--- config.mk ---
export PLATFORM = sky130hd
export DESIGN_NAME = mcctrl_rv32i_flat
export DESIGN_NICKNAME = d
export VERILOG_FILES = /design/src/rtl/mcctrl_rv32i_pkg.sv /design/src/rtl/mcctrl_rv32i_if.sv /design/src/rtl/mcctrl_rv32i_aludec.sv /design/src/rtl/mcctrl_rv32i.sv /design/src/flat_wrapper.sv
export SDC_FILE = /design/constraint.sdc
export NUM_CORES = 1
export LEC_CHECK = 0
export ABC_AREA = 1
export CAP_MARGIN = 10
export CELL_PAD_IN_SITES_DETAIL_PLACEMENT = 1
export CELL_PAD_IN_SITES_GLOBAL_PLACEMENT = 1
export CORE_ASPECT_RATIO = 0.9
export CORE_UTILIZATION = 26
export CTS_CLUSTER_DIAMETER = 30
export DETAILED_ROUTE_END_ITERATION = 8
export GPL_TIMING_DRIVEN = 0
export PLACE_DENSITY = 0.9
export SKIP_LAST_GASP = 1
export SLEW_MARGIN = 20
export SYNTH_ARGS = -nofsm -noshare
export SYNTH_HDL_FRONTEND = slang
export SYNTH_SLANG_ARGS = --single-unit
--- constraint.sdc ---
create_clock -name clk -period 2.1 [get_ports clk]
set_input_delay 0.42 -clock clk [delete_from_list [all_inputs] [get_ports clk]]
set_output_delay 0.42 -clock clk [all_outputs]
set_load 0.05 [all_outputs]
--- src/rtl/mcctrl_rv32i_pkg.sv ---
// mcctrl_pkg: shared types and codes for the multicycle RV32I control unit.
// Holds the FSM state enum, opcode values, ALUControl codes and the
// datapath mux select encodings.
package mcctrl_pkg;

    typedef enum logic [3:0] {
        S_FETCH,
        S_DECODE,
        S_MEMADR,
        S_MEMREAD,
        S_MEMWB,
        S_MEMWRITE,
        S_EXECR,
        S_EXECI,
        S_ALUWB,
        S_JAL,
        S_JALR,
        S_JALRWB,
        S_LUI,
        S_AUIPC,
        S_BRANCH,
        S_TRAP
    } state_t;

    // What the ALU decoder should produce: forced add, forced sub, or funct decode
    typedef enum logic [1:0] {
        ALU_MODE_ADD,
        ALU_MODE_SUB,
        ALU_MODE_DEC
    } alumode_t;

    localparam logic [6:0] OP_LOAD   = 7'b0000011;
    localparam logic [6:0] OP_STORE  = 7'b0100011;
    localparam logic [6:0] OP_RTYPE  = 7'b0110011;
    localparam logic [6:0] OP_ITYPE  = 7'b0010011;
    localparam logic [6:0] OP_JAL    = 7'b1101111;
    localparam logic [6:0] OP_JALR   = 7'b1100111;
    localparam logic [6:0] OP_BRANCH = 7'b1100011;
    localparam logic [6:0] OP_LUI    = 7'b0110111;
    localparam logic [6:0] OP_AUIPC  = 7'b0010111;

    localparam logic [3:0] ALU_ADD  = 4'd0;
    localparam logic [3:0] ALU_SUB  = 4'd1;
    localparam logic [3:0] ALU_AND  = 4'd2;
    localparam logic [3:0] ALU_OR   = 4'd3;
    localparam logic [3:0] ALU_XOR  = 4'd4;
    localparam logic [3:0] ALU_SLT  = 4'd5;
    localparam logic [3:0] ALU_SLTU = 4'd6;
    localparam logic [3:0] ALU_SLL  = 4'd7;
    localparam logic [3:0] ALU_SRL  = 4'd8;
    localparam logic [3:0] ALU_SRA  = 4'd9;

    localparam logic [2:0] IMM_I = 3'b000;
    localparam logic [2:0] IMM_S = 3'b001;
    localparam logic [2:0] IMM_B = 3'b010;
    localparam logic [2:0] IMM_J = 3'b011;
    localparam logic [2:0] IMM_U = 3'b100;

    localparam logic [1:0] SRCA_PC    = 2'b00;
    localparam logic [1:0] SRCA_OLDPC = 2'b01;
    localparam logic [1:0] SRCA_RS1   = 2'b10;
    localparam logic [1:0] SRCA_ZERO  = 2'b11;

    localparam logic [1:0] SRCB_RS2  = 2'b00;
    localparam logic [1:0] SRCB_IMM  = 2'b01;
    localparam logic [1:0] SRCB_FOUR = 2'b10;

    localparam logic [1:0] RES_ALUOUT = 2'b00;
    localparam logic [1:0] RES_DATA   = 2'b01;
    localparam logic [1:0] RES_ALURES = 2'b10;

endpackage

--- src/rtl/mcctrl_rv32i_if.sv ---
// mcctrl_rv32i_if: control bus between the controller (master) and the
// multicycle datapath (slave): instruction fields and ALU flags in,
// mux selects and write enables out.
interface mcctrl_rv32i_if #(parameter int ALUCTRL_W = 4);
    logic [6:0]           op;
    logic [2:0]           funct3;
    logic                 funct7b5;
    logic                 Zero;
    logic                 Neg;
    logic                 Ovf;
    logic                 Carry;
    logic                 MemReady;
    logic [2:0]           ImmSrc;
    logic [1:0]           ALUSrcA;
    logic [1:0]           ALUSrcB;
    logic [1:0]           ResultSrc;
    logic                 AdrSrc;
    logic [ALUCTRL_W-1:0] ALUControl;
    logic                 IRWrite;
    logic                 PCWrite;
    logic                 RegWrite;
    logic                 MemWrite;
    logic                 Fault;

    modport master (
        input  op, funct3, funct7b5, Zero, Neg, Ovf, Carry, MemReady,
        output ImmSrc, ALUSrcA, ALUSrcB, ResultSrc, AdrSrc, ALUControl,
               IRWrite, PCWrite, RegWrite, MemWrite, Fault
    );

    modport slave (
        output op, funct3, funct7b5, Zero, Neg, Ovf, Carry, MemReady,
        input  ImmSrc, ALUSrcA, ALUSrcB, ResultSrc, AdrSrc, ALUControl,
               IRWrite, PCWrite, RegWrite, MemWrite, Fault
    );
endinterface

--- src/rtl/mcctrl_rv32i_aludec.sv ---
// mcctrl_aludec: combinational ALU operation decoder. Produces a forced
// add/sub or decodes funct3/funct7b5; 4-bit codes are zero-extended.
import mcctrl_pkg::*;

module mcctrl_aludec #(
    parameter int ALUCTRL_W = 4
) (
    input  logic                 op5,
    input  logic [2:0]           funct3,
    input  logic                 funct7b5,
    input  alumode_t             mode,
    output logic [ALUCTRL_W-1:0] alucontrol
);

    logic [3:0] code;

    // Pick the operation; sub on funct3=000 only for R-type (op5 set)
    always_comb begin
        code = ALU_ADD;
        case (mode)
            ALU_MODE_ADD: code = ALU_ADD;
            ALU_MODE_SUB: code = ALU_SUB;
            default: begin
                case (funct3)
                    3'b000:  code = (op5 & funct7b5) ? ALU_SUB : ALU_ADD;
                    3'b001:  code = ALU_SLL;
                    3'b010:  code = ALU_SLT;
                    3'b011:  code = ALU_SLTU;
                    3'b100:  code = ALU_XOR;
                    3'b101:  code = funct7b5 ? ALU_SRA : ALU_SRL;
                    3'b110:  code = ALU_OR;
                    default: code = ALU_AND;
                endcase
            end
        endcase
    end

    assign alucontrol = ALUCTRL_W'(code);

endmodule

--- src/rtl/mcctrl_rv32i.sv ---
// mcctrl_rv32i: multicycle RV32I control FSM. Moore outputs from the state
// register, except PCWrite in BRANCH (flag dependent) and memory-ready gating.
// Optional macro MCCTRL_MEMWAIT_EN: FETCH/MEMREAD/MEMWRITE wait for MemReady.
import mcctrl_pkg::*;

module mcctrl_rv32i #(
    parameter int ALUCTRL_W = 4
) (
    input  logic           clk,
    input  logic           reset,
    mcctrl_rv32i_if.master bus
);

    state_t   state, state_nxt;
    alumode_t alu_mode;
    logic     mem_ok;
    logic     taken;

`ifdef MCCTRL_MEMWAIT_EN
    assign mem_ok = bus.MemReady;
`else
    logic unused_memready;
    assign unused_memready = bus.MemReady;
    assign mem_ok = 1'b1;
`endif

    // Branch condition from the flags of rs1 - rs2
    always_comb begin
        case (bus.funct3)
            3'b000:  taken = bus.Zero;
            3'b001:  taken = ~bus.Zero;
            3'b100:  taken = bus.Neg ^ bus.Ovf;
            3'b101:  taken = ~(bus.Neg ^ bus.Ovf);
            3'b110:  taken = ~bus.Carry;
            3'b111:  taken = bus.Carry;
            default: taken = 1'b0;
        endcase
    end

    // State register; reset forces FETCH asynchronously
    always_ff @(posedge clk or posedge reset) begin
        if (reset) state <= S_FETCH;
        else       state <= state_nxt;
    end

    // Next state and per-state datapath controls
    always_comb begin
        state_nxt     = state;
        alu_mode      = ALU_MODE_ADD;
        bus.ImmSrc    = IMM_I;
        bus.ALUSrcA   = SRCA_PC;
        bus.ALUSrcB   = SRCB_RS2;
        bus.ResultSrc = RES_ALUOUT;
        bus.AdrSrc    = 1'b0;
        bus.IRWrite   = 1'b0;
        bus.PCWrite   = 1'b0;
        bus.RegWrite  = 1'b0;
        bus.MemWrite  = 1'b0;
        bus.Fault     = 1'b0;
        case (state)
            S_FETCH: begin
                bus.IRWrite   = mem_ok;
                bus.ALUSrcB   = SRCB_FOUR;
                bus.ResultSrc = RES_ALURES;
                bus.PCWrite   = mem_ok;
                if (mem_ok) state_nxt = S_DECODE;
            end
            S_DECODE: begin
                bus.ALUSrcA = SRCA_OLDPC;
                bus.ALUSrcB = SRCB_IMM;
                bus.ImmSrc  = (bus.op == OP_BRANCH) ? IMM_B : IMM_J;
                case (bus.op)
                    OP_LOAD, OP_STORE: state_nxt = S_MEMADR;
                    OP_RTYPE:          state_nxt = S_EXECR;
                    OP_ITYPE:          state_nxt = S_EXECI;
                    OP_JAL:            state_nxt = S_JAL;
                    OP_JALR:           state_nxt = S_JALR;
                    OP_BRANCH:         state_nxt = (bus.funct3[2:1] == 2'b01) ? S_TRAP : S_BRANCH;
                    OP_LUI:            state_nxt = S_LUI;
                    OP_AUIPC:          state_nxt = S_AUIPC;
                    default:           state_nxt = S_TRAP;
                endcase
            end
            S_MEMADR: begin
                bus.ALUSrcA = SRCA_RS1;
                bus.ALUSrcB = SRCB_IMM;
                bus.ImmSrc  = (bus.op == OP_STORE) ? IMM_S : IMM_I;
                state_nxt   = (bus.op == OP_STORE) ? S_MEMWRITE : S_MEMREAD;
            end
            S_MEMREAD: begin
                bus.AdrSrc = 1'b1;
                if (mem_ok) state_nxt = S_MEMWB;
            end
            S_MEMWB: begin
                bus.ResultSrc = RES_DATA;
                bus.RegWrite  = 1'b1;
                state_nxt     = S_FETCH;
            end
            S_MEMWRITE: begin
                bus.AdrSrc   = 1'b1;
                bus.MemWrite = 1'b1;
                if (mem_ok) state_nxt = S_FETCH;
            end
            S_EXECR: begin
                bus.ALUSrcA = SRCA_RS1;
                alu_mode    = ALU_MODE_DEC;
                state_nxt   = S_ALUWB;
            end
            S_EXECI: begin
                bus.ALUSrcA = SRCA_RS1;
                bus.ALUSrcB = SRCB_IMM;
                alu_mode    = ALU_MODE_DEC;
                state_nxt   = S_ALUWB;
            end
            S_ALUWB: begin
                bus.RegWrite = 1'b1;
                state_nxt    = S_FETCH;
            end
            S_JAL: begin
                bus.ALUSrcA = SRCA_OLDPC;
                bus.ALUSrcB = SRCB_FOUR;
                bus.PCWrite = 1'b1;
                state_nxt   = S_ALUWB;
            end
            S_JALR: begin
                bus.ALUSrcA   = SRCA_RS1;
                bus.ALUSrcB   = SRCB_IMM;
                bus.ResultSrc = RES_ALURES;
                bus.PCWrite   = 1'b1;
                state_nxt     = S_JALRWB;
            end
            S_JALRWB: begin
                bus.ALUSrcA   = SRCA_OLDPC;
                bus.ALUSrcB   = SRCB_FOUR;
                bus.ResultSrc = RES_ALURES;
                bus.RegWrite  = 1'b1;
                state_nxt     = S_FETCH;
            end
            S_LUI: begin
                bus.ALUSrcA = SRCA_ZERO;
                bus.ALUSrcB = SRCB_IMM;
                bus.ImmSrc  = IMM_U;
                state_nxt   = S_ALUWB;
            end
            S_AUIPC: begin
                bus.ALUSrcA = SRCA_OLDPC;
                bus.ALUSrcB = SRCB_IMM;
                bus.ImmSrc  = IMM_U;
                state_nxt   = S_ALUWB;
            end
            S_BRANCH: begin
                bus.ALUSrcA = SRCA_RS1;
                alu_mode    = ALU_MODE_SUB;
                bus.PCWrite = taken;
                state_nxt   = S_FETCH;
            end
            default: begin
                bus.Fault = 1'b1;
                state_nxt = S_TRAP;
            end
        endcase
        // While reset is held the fetch enables read high regardless of memory
        if (reset) begin
            bus.IRWrite = 1'b1;
            bus.PCWrite = 1'b1;
        end
    end

    mcctrl_aludec #(.ALUCTRL_W(ALUCTRL_W)) u_aludec (
        .op5        (bus.op[5]),
        .funct3     (bus.funct3),
        .funct7b5   (bus.funct7b5),
        .mode       (alu_mode),
        .alucontrol (bus.ALUControl)
    );

endmodule

--- src/flat_wrapper.sv ---
// flat-port wrapper written by rule: the top's interface ports become plain ports
module mcctrl_rv32i_flat 
#(
    parameter int ALUCTRL_W = 4
)
  (clk, reset, bus_op, bus_funct3, bus_funct7b5, bus_Zero, bus_Neg, bus_Ovf, bus_Carry, bus_MemReady, bus_ImmSrc, bus_ALUSrcA, bus_ALUSrcB, bus_ResultSrc, bus_AdrSrc, bus_ALUControl, bus_IRWrite, bus_PCWrite, bus_RegWrite, bus_MemWrite, bus_Fault);
  mcctrl_rv32i_if #(.ALUCTRL_W(ALUCTRL_W)) bus_i ();
  input  logic clk;
  input  logic reset;
  input wire logic [$bits(bus_i.op)-1:0] bus_op;
  input wire logic [$bits(bus_i.funct3)-1:0] bus_funct3;
  input wire logic [$bits(bus_i.funct7b5)-1:0] bus_funct7b5;
  input wire logic [$bits(bus_i.Zero)-1:0] bus_Zero;
  input wire logic [$bits(bus_i.Neg)-1:0] bus_Neg;
  input wire logic [$bits(bus_i.Ovf)-1:0] bus_Ovf;
  input wire logic [$bits(bus_i.Carry)-1:0] bus_Carry;
  input wire logic [$bits(bus_i.MemReady)-1:0] bus_MemReady;
  output wire logic [$bits(bus_i.ImmSrc)-1:0] bus_ImmSrc;
  output wire logic [$bits(bus_i.ALUSrcA)-1:0] bus_ALUSrcA;
  output wire logic [$bits(bus_i.ALUSrcB)-1:0] bus_ALUSrcB;
  output wire logic [$bits(bus_i.ResultSrc)-1:0] bus_ResultSrc;
  output wire logic [$bits(bus_i.AdrSrc)-1:0] bus_AdrSrc;
  output wire logic [$bits(bus_i.ALUControl)-1:0] bus_ALUControl;
  output wire logic [$bits(bus_i.IRWrite)-1:0] bus_IRWrite;
  output wire logic [$bits(bus_i.PCWrite)-1:0] bus_PCWrite;
  output wire logic [$bits(bus_i.RegWrite)-1:0] bus_RegWrite;
  output wire logic [$bits(bus_i.MemWrite)-1:0] bus_MemWrite;
  output wire logic [$bits(bus_i.Fault)-1:0] bus_Fault;
  assign bus_i.op = bus_op;
  assign bus_i.funct3 = bus_funct3;
  assign bus_i.funct7b5 = bus_funct7b5;
  assign bus_i.Zero = bus_Zero;
  assign bus_i.Neg = bus_Neg;
  assign bus_i.Ovf = bus_Ovf;
  assign bus_i.Carry = bus_Carry;
  assign bus_i.MemReady = bus_MemReady;
  assign bus_ImmSrc = bus_i.ImmSrc;
  assign bus_ALUSrcA = bus_i.ALUSrcA;
  assign bus_ALUSrcB = bus_i.ALUSrcB;
  assign bus_ResultSrc = bus_i.ResultSrc;
  assign bus_AdrSrc = bus_i.AdrSrc;
  assign bus_ALUControl = bus_i.ALUControl;
  assign bus_IRWrite = bus_i.IRWrite;
  assign bus_PCWrite = bus_i.PCWrite;
  assign bus_RegWrite = bus_i.RegWrite;
  assign bus_MemWrite = bus_i.MemWrite;
  assign bus_Fault = bus_i.Fault;
  mcctrl_rv32i #(.ALUCTRL_W(ALUCTRL_W)) u_core (.clk(clk), .reset(reset), .bus(bus_i));
endmodule
==> metrics.yaml <==
detailed_routing:
  drt-total-wl_um: 2350
  drc_errors: 0
  routed_via_density: 4.81
  vias: 962
  wl_per_cell_um: 11.8
  drtAntennaViolNets: 0
  initialDrtViolationCount: 17
  firstDrtPassIters: 4
die:
  dieArea_um2: 2890
  die_w_um: 56.5
  initial_core_util_pct: 28.0
  fp-row-count: 17
  fp.coreArea_um2: 2490
  io_pins: 37
  dieHeight_um: 51.1
critical_path:
  cp-end-kind: "output pin"
  rrSetupSlack_ns: 0.91
  crit_required_ns: 1.68
  cp-startpoint: "bus_op[2]"
  reg2reg_depth: 6
  reg2reg_to: "u_core.state[3]$_DFF_PP0_"
  timing.rr.start: "u_core.state[2]$_DFF_PP0_"
  startpoint_type: "input pin"
  critPathArrivalTime_ns: 1.60
  endpoint: "bus_ImmSrc[0]"
  critPathMaxFanout: 3
  criticalPathCategory: "in2out"
timing:
  finalSetupViolCount: 0
  fin_crit_ns: 2.02
  setup_slack_ns: 0.0770
  period_share_pct: 96.3
  clock.fmax_mhz: 494
  slew_viol_final: 0
  finalHoldViolCount: 0
  slew_headroom_pct: 67.2
  clock_skew_ns: 0.00718
  grt_setup_unrepaired: "yes"
  worst_pin_slew_ns: 0.494
clocking:
  cts_tree: "done"
  cts_made_buffers: 3
  clock_latency_ns: 0.23
  path_clk_slew_ns: 0.04
  htreeDepth: 1
  cts-root-buf: "clkbuf_4"
  clock_path_buffers: 2
  numClockSinks: 4
placed_design:
  dp.final_hpwl_um: 1970
  place_congestion: 0.834
  post-place-ws_ns: -0.784
  port_buffers: 35
synth:
  synthTopCellsByArea: "nand2_1 19%, dfrtp_1 14%, nor2_1 12%"
  ys_ff_latch: 4
  yosysUniqueCellTypes: 21
  synth_top_area_cell: "nand2_1"
  ys_warn_count: 0
  synth_nets: 152
  synthDominantCellAreaShare_pct: 19.4
  post_synth.cell_area_avg_um2: 5.19
  syn_area_um2: 696
  syn-instance-count: 134
  yosysSeqAreaShare_pct: 14.4
grt:
  grt_max_degree: 9
  antenna_found_initial: 0
  grt_first_pass_wirelength_um: 4170
  grt_usage_pct: 17.8
  grt_overflow: 0
  grt_pass1_vias: 971
cells_and_area:
  top_register: "u_core.state"
  syn_to_final_growth_pct: 56.1
  final_common_cell: "nand2_1"
  drive_gt1_share_pct: 23.3
  largest_reg_flops: 4
  fin_nets: 192
  reg_top3: "u_core.state: 4 flops"
  finish.utilization_pct: 43.6
  layout_common_cells: "36 x nand2_1, 21 x nor2_1, 19 x inv_1, 13 x clkdlybuf4s50_1, 8 x o21ai_0"
  n_antenna_cell: 0
run:
  cap_violations: 0
power_and_ir_drop:
  cellPowerDensity_nw_per_um2: 239
  leakage_nw: 0.562
  ir_worst_vdd_uv: 229
run_status:
  status: "finished clean"
hold_path:
  hp-class: "in2async"
## routing by layer
layer	track usage, %	share of wire (%)	vias to the layer above
met2	31.0	47	26
met4	2.03	0.98	0
li1	-	-	499
met1	23.7	48	433
met5	0	0	-
met3	2.78	4.7	4
## critical path: stages
cell             delay, ns
clkdlybuf4s50_1       0.44
nor2_1                0.21
nand2_1               0.10
nor2_1                0.17
o31ai_2               0.08
buf_4                 0.19
## metrics by stage
stage | setup TNS (ns) | hold slack (ns) | cells | instance area, µm² | total power [W]
2_1_floorplan | 0 | 0.194 | 134 | 709 | 0.000119
3_3_place_gp | -4.20 | 0.631 | 197 | 1090 | 0.000165
3_5_place_dp | -4.67 | 0.637 | 197 | 1090 | 0.000168
4_1_cts | 0 | 0.400 | 200 | 1100 | 0.000263
5_1_grt | -0.0756 | 0.401 | 200 | 1090 | 0.000279
6_report | 0 | 0.397 | 200 | 1090 | 0.000259
## cell families after synthesis
kind of cell              after synthesis  synth area share [%]
DFF                                     4                  14.4
and+or+nand+nor                        84                  55.6
buffers and inverters                  25                  13.5
xor gates and xnor gates                1                  1.26
AOI/OAI and AO/OA                      20                  15.3
## cells in the mapped netlist
| library cell | count |
|---|---|
| nand2_1 | 36 |
| nor2_1 | 22 |
| inv_1 | 20 |
| o21ai_0 | 10 |
| nand3_1 | 7 |
| inv_2 | 5 |
| a21oi_1 | 4 |
| dfrtp_1 | 4 |
| nor2_2 | 4 |
| o21ai_1 | 4 |
| nand2_2 | 3 |
| nand4_1 | 3 |
| nor3_1 | 3 |
| nor2_4 | 2 |
| nand2_4 | 1 |
| nor3_2 | 1 |
| nor4_1 | 1 |
| o21ai_2 | 1 |
| o31ai_1 | 1 |
| or2_0 | 1 |
| xor2_1 | 1 |
## repair_timing
action / CTS / global route
setup buffers: 0 / 0
resized for setup: 55 / 22
hold buffers: 0 / 0
endpoints found under the setup margin: 19 / 14
## report_power, final
| part | switching, W | total, W | internal (W) |
|---|---|---|---|
| clock | 0.0000303 | 0.0000942 | 0.0000639 |
| combinational | 0.0000475 | 0.0000876 | 0.0000401 |
| sequential | 0 | 0.0000775 | 0.0000775 |
## worst min-delay path by stage
stage          startpoint                        end  slack [ns]  cells after the start
2_1_floorplan       reset  u_core.state[0]$_DFF_PP0_        0.19                      1
3_3_place_gp        reset  u_core.state[3]$_DFF_PP0_        0.63                      2
3_5_place_dp        reset  u_core.state[3]$_DFF_PP0_        0.64                      2
4_1_cts             reset  u_core.state[3]$_DFF_PP0_        0.40                      2
5_1_grt             reset  u_core.state[3]$_DFF_PP0_        0.40                      2
6_report            reset  u_core.state[3]$_DFF_PP0_        0.40                      2
## layout make-up
cell class,count,area (µm²)
clock buffers,3,22.5
multi-input cells,105,515
flip-flops and latches,4,103
inverters,25,93.8
repair buffers,35,317
fillers,363,1400
well taps,28,35.0
Power figures use the tool's default switching activity.
